## config.mk

```make
export PLATFORM = sky130hd
export DESIGN_NAME = corr_intr_gen
export DESIGN_NICKNAME = d
export VERILOG_FILES = /design/src/rtl/corr_intr_gen_pkg.sv /design/src/rtl/corr_epoch_div.sv /design/src/rtl/corr_intr_gen.sv
export SDC_FILE = /design/constraint.sdc
export NUM_CORES = 1
export LEC_CHECK = 0
export BUFFER_PORTS_ARGS = -buffer_cell sky130_fd_sc_hd__buf_2
export CAP_MARGIN = 0
export CORE_ASPECT_RATIO = 0.8
export CORE_MARGIN = 5
export CORE_UTILIZATION = 54
export DETAILED_ROUTE_END_ITERATION = 16
export PLACE_DENSITY = 0.79
export SYNTH_ARGS = -nofsm -noshare
export SYNTH_HDL_FRONTEND = slang
export SYNTH_HIERARCHICAL = 1
export SYNTH_SLANG_ARGS = --single-unit
```

## constraint.sdc

```tcl
create_clock -name dclk -period 2.7 [get_ports dclk]
set_input_delay 0.27 -clock dclk [delete_from_list [all_inputs] [get_ports dclk]]
set_output_delay 0.27 -clock dclk [all_outputs]
set_load 0.03 [all_outputs]
```

## src/rtl/corr_intr_gen_pkg.sv

```systemverilog
// Shared definitions for the correlator interrupt generator and the sclk-side
// register map: state encoding, control-word layout and the epoch-counter width.
package corr_intr_gen_pkg;

  localparam int DIV_W_DEF   = 3;
  localparam int RESTART_IDX = DIV_W_DEF;

  typedef enum logic [1:0] {
    ST_IDLE    = 2'd0,
    ST_ARMED   = 2'd1,
    ST_PENDING = 2'd2,
    ST_OVERRUN = 2'd3
  } irq_state_e;

  // Counter must reach (1 << (2^div_w - 1)) - 1, which needs 2^div_w - 1 bits.
  function automatic int ecnt_width(input int div_w);
    return (1 << div_w) - 1;
  endfunction

endpackage

```

## src/rtl/corr_epoch_div.sv

```systemverilog
// Epoch divider: counts epochs, flags the terminal epoch of each period and
// holds the shadow divider select, reloaded only at period boundaries or restart.
module corr_epoch_div
  import corr_intr_gen_pkg::*;
#(
  parameter int DIV_W = DIV_W_DEF
) (
  input  logic             dclk,
  input  logic             reset_n,
  input  logic             active,
  input  logic             restart,
  input  logic             epoch,
  input  logic [DIV_W-1:0] div_sel,
  output logic             period_done,
  output logic [DIV_W-1:0] div_cur
);

  localparam int ECNT_W = ecnt_width(DIV_W);

  logic [ECNT_W-1:0] ecnt_q, ecnt_d;
  logic [DIV_W-1:0]  div_cur_q, div_cur_d;
  logic [ECNT_W:0]   span_m1;
  logic [ECNT_W-1:0] tc;

  assign span_m1     = ((ECNT_W+1)'(1) << div_cur_q) - (ECNT_W+1)'(1);
  assign tc          = span_m1[ECNT_W-1:0];
  assign period_done = active && epoch && !restart && (ecnt_q == tc);
  assign div_cur     = div_cur_q;

  always_comb begin
    // NOTE: every combinational output gets a default first so no path can leave it unassigned and infer a latch.
    ecnt_d    = ecnt_q;
    div_cur_d = div_cur_q;
    if (restart || period_done) begin
      ecnt_d    = '0;
      div_cur_d = div_sel;
    end else if (active && epoch) begin
      ecnt_d = ecnt_q + ECNT_W'(1);
    end
  end

  // NOTE: sequential state uses non-blocking assignments so every register samples pre-edge values.
  always_ff @(posedge dclk or negedge reset_n) begin
    if (!reset_n) begin
      ecnt_q    <= '0;
      div_cur_q <= '0;
    end else begin
      ecnt_q    <= ecnt_d;
      div_cur_q <= div_cur_d;
    end
  end

endmodule

```

## src/rtl/corr_intr_gen.sv

```systemverilog
// Correlator-domain interrupt generator: divides epochs into periods, raises a
// level interrupt and tracks acknowledges and overruns.
module corr_intr_gen
  import corr_intr_gen_pkg::*;
#(
  parameter int DIV_W = DIV_W_DEF,
  parameter int CNT_W = 16
) (
  input  logic             dclk,
  input  logic             reset_n,
  input  logic             epoch,
  input  logic [DIV_W:0]   intr_cntl_sync,
  input  logic             intr_cntl_rd_en_sync,
  output logic             irq,
  output logic             irq_pulse,
  output logic             overrun,
  output logic [CNT_W-1:0] period_cnt,
  output logic [DIV_W-1:0] div_cur
);

  irq_state_e       state_q, state_d;
  logic             irq_q, irq_d;
  logic             overrun_q, overrun_d;
  logic             irq_pulse_q, irq_pulse_d;
  logic [CNT_W-1:0] period_cnt_q, period_cnt_d;

  logic             restart;
  logic             ack;
  logic [DIV_W-1:0] div_sel;
  logic             period_done;

  assign restart = intr_cntl_sync[DIV_W];
  assign div_sel = intr_cntl_sync[DIV_W-1:0];
  assign ack     = intr_cntl_rd_en_sync;

  corr_epoch_div #(.DIV_W(DIV_W)) u_epoch_div (
    .dclk        (dclk),
    .reset_n     (reset_n),
    .active      (state_q != ST_IDLE),
    .restart     (restart),
    .epoch       (epoch),
    .div_sel     (div_sel),
    .period_done (period_done),
    .div_cur     (div_cur)
  );

  always_comb begin
    state_d      = state_q;
    irq_pulse_d  = 1'b0;
    period_cnt_d = period_cnt_q;
    if (restart) begin
      state_d      = ST_ARMED;
      period_cnt_d = '0;
    end else begin
      if (period_done) begin
        irq_pulse_d  = 1'b1;
        period_cnt_d = period_cnt_q + CNT_W'(1);
      end
      unique case (state_q)
        ST_IDLE:    state_d = ST_IDLE;
        ST_ARMED:   if (period_done) state_d = ST_PENDING;
        ST_PENDING: begin
          if (period_done && !ack) state_d = ST_OVERRUN;
          else if (ack && !period_done) state_d = ST_ARMED;
        end
        ST_OVERRUN: begin
          if (ack) state_d = period_done ? ST_PENDING : ST_ARMED;
        end
        default:    state_d = ST_IDLE;
      endcase
    end
    // irq/overrun are decoded from the next state so they register alongside it.
    irq_d     = (state_d == ST_PENDING) || (state_d == ST_OVERRUN);
    overrun_d = (state_d == ST_OVERRUN);
  end

  always_ff @(posedge dclk or negedge reset_n) begin
    if (!reset_n) begin
      state_q      <= ST_IDLE;
      irq_q        <= 1'b0;
      overrun_q    <= 1'b0;
      irq_pulse_q  <= 1'b0;
      period_cnt_q <= '0;
    end else begin
      state_q      <= state_d;
      irq_q        <= irq_d;
      overrun_q    <= overrun_d;
      irq_pulse_q  <= irq_pulse_d;
      period_cnt_q <= period_cnt_d;
    end
  end

  assign irq        = irq_q;
  assign overrun    = overrun_q;
  assign irq_pulse  = irq_pulse_q;
  assign period_cnt = period_cnt_q;

endmodule

```

==> flow_summary.toml <==
[critical_path]
reg2reg_depth = 9
start_kind = "flip-flop"
critPathBufInv = 1
crit_slowest_cell = "or4_1"
timing.rr.end = "period_cnt[9]$_DFFE_PN0P_"
required_ns = 2.87
rr_startpoint = "u_epoch_div/div_cur[0]$_DFFE_PN0P_"
path_cells = "o21ai_1, xnor2_1, a2111o_1, nor3_1, buf_4, nand4_1, or4_1, xor2_1, nor2_1"
worstPathMaxFanout = 12
crit_path_end_kind = "flip-flop"
critPathKind = "flip-flop to flip-flop"
crit_arrival_ns = 2.77
critical-path-max-stage-delay_ns = 0.52
r2r_setup_slack_ns = 0.10
critical_path.top_delay_family = "simple AND/OR/NAND/NOR gates"

[global_route]
overflow = 0
antenna_found_initial = 0
grt_max_degree = 32
grt_pass1_wl_um = 5920
grt.total_usage = 0.185
grt_pass1_vias = 1241

[die]
core_area_mm2 = 0.00281
initial_utilization = 0.575
dieArea_mm2 = 0.00419
fp.dieH_um = 58.9
die_w_um = 71.2
num_rows = 17
io_pins = 30

[timing]
finalCriticalPeriod_ns = 2.60
setup_violations = 0
layout_setup_ws_ns = 0.102
rsz0062_at_grt = "false"
final_hold_viol_count = 0
skew_ns = 0.00628
tightest_slew_ns = 0.681
slew_headroom = 0.546
setup_tns_ns = 0
final_max_slew_viol_count = 0
fin_crit_sh = 0.962
fmax_ghz = 0.385

[clock_tree]
root_buffer = "clkbuf_8"
cts-hold-fix-buffers = 0
cts_sinks = 31
cts_buffers = 5
clk_pin_slew_ns = 0.07
post-cts-setup-buffers = 0
ctsResizeCount = 0
h-tree-depth = 2
cts_tree = "built"
clock_path_buffers = 2
clk_latency_ns = 0.29

[cells_and_area]
diodes = 0
area_delta_synth_final_pct = 15.8
final_nets = 201
final_area_mm2 = 0.00187
drive_above_1_share = 0.281
fillers = 235
fin_cells = 230

[logic_synthesis]
mappedNetlistNets = 169
ys_top_cells_by_area = "dfrtp_1 (48%), nor2_1 (6.5%), xnor2_1 (5.4%)"
ys_async_sr_fraction = 1.00
synth_edf_count = 0
synth_warnings = 6
ys_seq_area_frac = 0.480
synth_ff_type = "dfrtp_1"
synth.top_cell.area_share = 0.480
yosysTopAreaCell = "dfrtp_1"
syn_area_per_cell_um2 = 10.2
syn_area_mm2 = 0.00162
syn-instance-count = 159
yosys.cell_types.count = 42
ys_ff_latch = 31

[route]
drt-initial-drc-count = 74
drcViolationCount = 0
wl_per_cell_um = 15.2
wirelength_um = 3490
dr.pass1.iters = 4
via_count = 1292
vias_per_cell = 5.62
ant_nets = 0

[power_and_ir_drop]
ir_drop_v = 0.000280
seqPwrFrac = 0.526
p_clk_frac = 0.388
leakagePower_uw = 0.000855
power.total_uw = 932
comb_power_share = 0.086
internal-power_uw = 681
switching_share = 0.269
p_switching_uw = 251
power_density_mw_per_mm2 = 498

[placement]
dpl_cell_area_mm2 = 0.00178
dp_hpwl_um = 2500
port_buffers = 29
dp_slack_ns = 0.106
dpl.cell_count = 222
place_congestion = 0.876

[job]
max_cap_violations = 0

[min_path]
hold_path_class = "primary input to asynchronous set/reset pin"

[run_status]
status = "finished clean"
synthesized netlist by cell type, drive strengths merged, types with 2 or more instances:
| cell type | number |
|---|---|
| a21oi | 4 |
| and3 | 2 |
| buf | 3 |
| clkbuf | 2 |
| dfrtp | 31 |
| ha | 2 |
| inv | 6 |
| mux2 | 5 |
| nand2 | 7 |
| nand3 | 9 |
| nand4 | 7 |
| nor2 | 28 |
| nor3 | 4 |
| nor4 | 4 |
| nor4b | 2 |
| o21ai | 4 |
| o31ai | 2 |
| or3 | 2 |
| xnor2 | 10 |
| xor2 | 10 |
sequential cells by signal, indices dropped and copies added, names as in the netlist:
register             cells
u_epoch_div/div_cur      3
overrun                  1
irq                      1
period_cnt              16
u_epoch_div/ecnt_q       7
state_q                  2
irq_pulse                1
cells by family after synthesis:
group,count (synthesis),share of synthesized area
buffers and inverters,12,0.0418
XOR/XNOR,20,0.108
AO/OA/AOI/OAI,16,0.0751
multiplexers,6,0.0411
AND/OR/NAND/NOR,72,0.238
flip-flops,31,0.480
adder cells (fa/ha/maj),2,0.0155
metrics by stage:
step | util | hold WS (ns)
after detailed placement | 0.633 | 0.354
after global routing | 0.666 | 0.0823
after global placement | 0.633 | 0.341
after floorplan | - | -0.0256
final | 0.666 | 0.0112
after CTS | 0.665 | 0.0398
worst reg2reg max path, stage by stage, from the launching register on:
cell,delay [ns]
dfrtp_1,0.46
o21ai_1,0.21
xnor2_1,0.09
a2111o_1,0.44
nor3_1,0.19
buf_4,0.21
nand4_1,0.17
or4_1,0.52
xor2_1,0.15
nor2_1,0.05
worst max-delay path by stage:
| stage | endpoint | startpoint | slack, ns | cells past startpoint |
|---|---|---|---|---|
| floorplan | period_cnt[8]$_DFFE_PN0P_ | u_epoch_div/div_cur[2]$_DFFE_PN0P_ | 0.009 | 9 |
| global placement | period_cnt[9]$_DFFE_PN0P_ | u_epoch_div/div_cur[2]$_DFFE_PN0P_ | 0.19 | 9 |
| detailed placement | period_cnt[9]$_DFFE_PN0P_ | u_epoch_div/div_cur[1]$_DFFE_PN0P_ | 0.11 | 9 |
| CTS | period_cnt[9]$_DFFE_PN0P_ | u_epoch_div/div_cur[1]$_DFFE_PN0P_ | 0.08 | 9 |
| global route | period_cnt[9]$_DFFE_PN0P_ | u_epoch_div/div_cur[1]$_DFFE_PN0P_ | 0.006 | 9 |
| finish | period_cnt[9]$_DFFE_PN0P_ | u_epoch_div/div_cur[0]$_DFFE_PN0P_ | 0.10 | 9 |
routing by layer:
metal	part of all wire	wire length, um	global-route usage	up-vias
li1	-	-	-	620
met1	0.45	1580	0.248	622
met2	0.46	1600	0.268	41
met3	0.066	232	0.0666	9
met4	0.022	76	0.0831	0
met5	0	0	0	-
final cells by class:
class | count | area, um^2 | area share
Clock buffer | 5 | 68.8 | 0.0368
Clock inverter | 3 | 20.0 | 0.0107
Inverter | 6 | 22.5 | 0.0120
Multi-Input combinational cell | 116 | 772 | 0.413
Sequential cell | 31 | 779 | 0.417
Tap cell | 38 | 47.5 | 0.0254
Timing Repair Buffer | 31 | 160 | 0.0856
power by group through the flow:
stage	sequential [uW]	clock (uW)	combinational, uW
after global routing	491	391	89.3
after global placement	496	0	77.5
after detailed placement	497	0	80.1
after CTS	489	366	80.5
final	490	361	80.0
after floorplan	499	0	50.4
cells in the final DEF (no fill, tap or decap), types with 2 or more instances in the layout:
master | netlist | layout
dfrtp_2 | 0 | 3
nor3_1 | 4 | 4
mux2_2 | 4 | 4
nand4_1 | 6 | 6
nor4_1 | 3 | 3
a21oi_1 | 4 | 4
o21ai_0 | 3 | 3
nand3_1 | 9 | 9
xnor2_1 | 10 | 10
clkbuf_8 | 0 | 5
buf_2 | 1 | 29
nor2_1 | 28 | 28
ha_1 | 2 | 2
inv_1 | 6 | 6
clkinvlp_4 | 0 | 2
dfrtp_1 | 31 | 28
and3_2 | 2 | 2
buf_4 | 0 | 2
xor2_1 | 10 | 10
nor4b_1 | 2 | 2
nand2_1 | 7 | 7
Note: power is estimated with default switching activity, not from simulation.
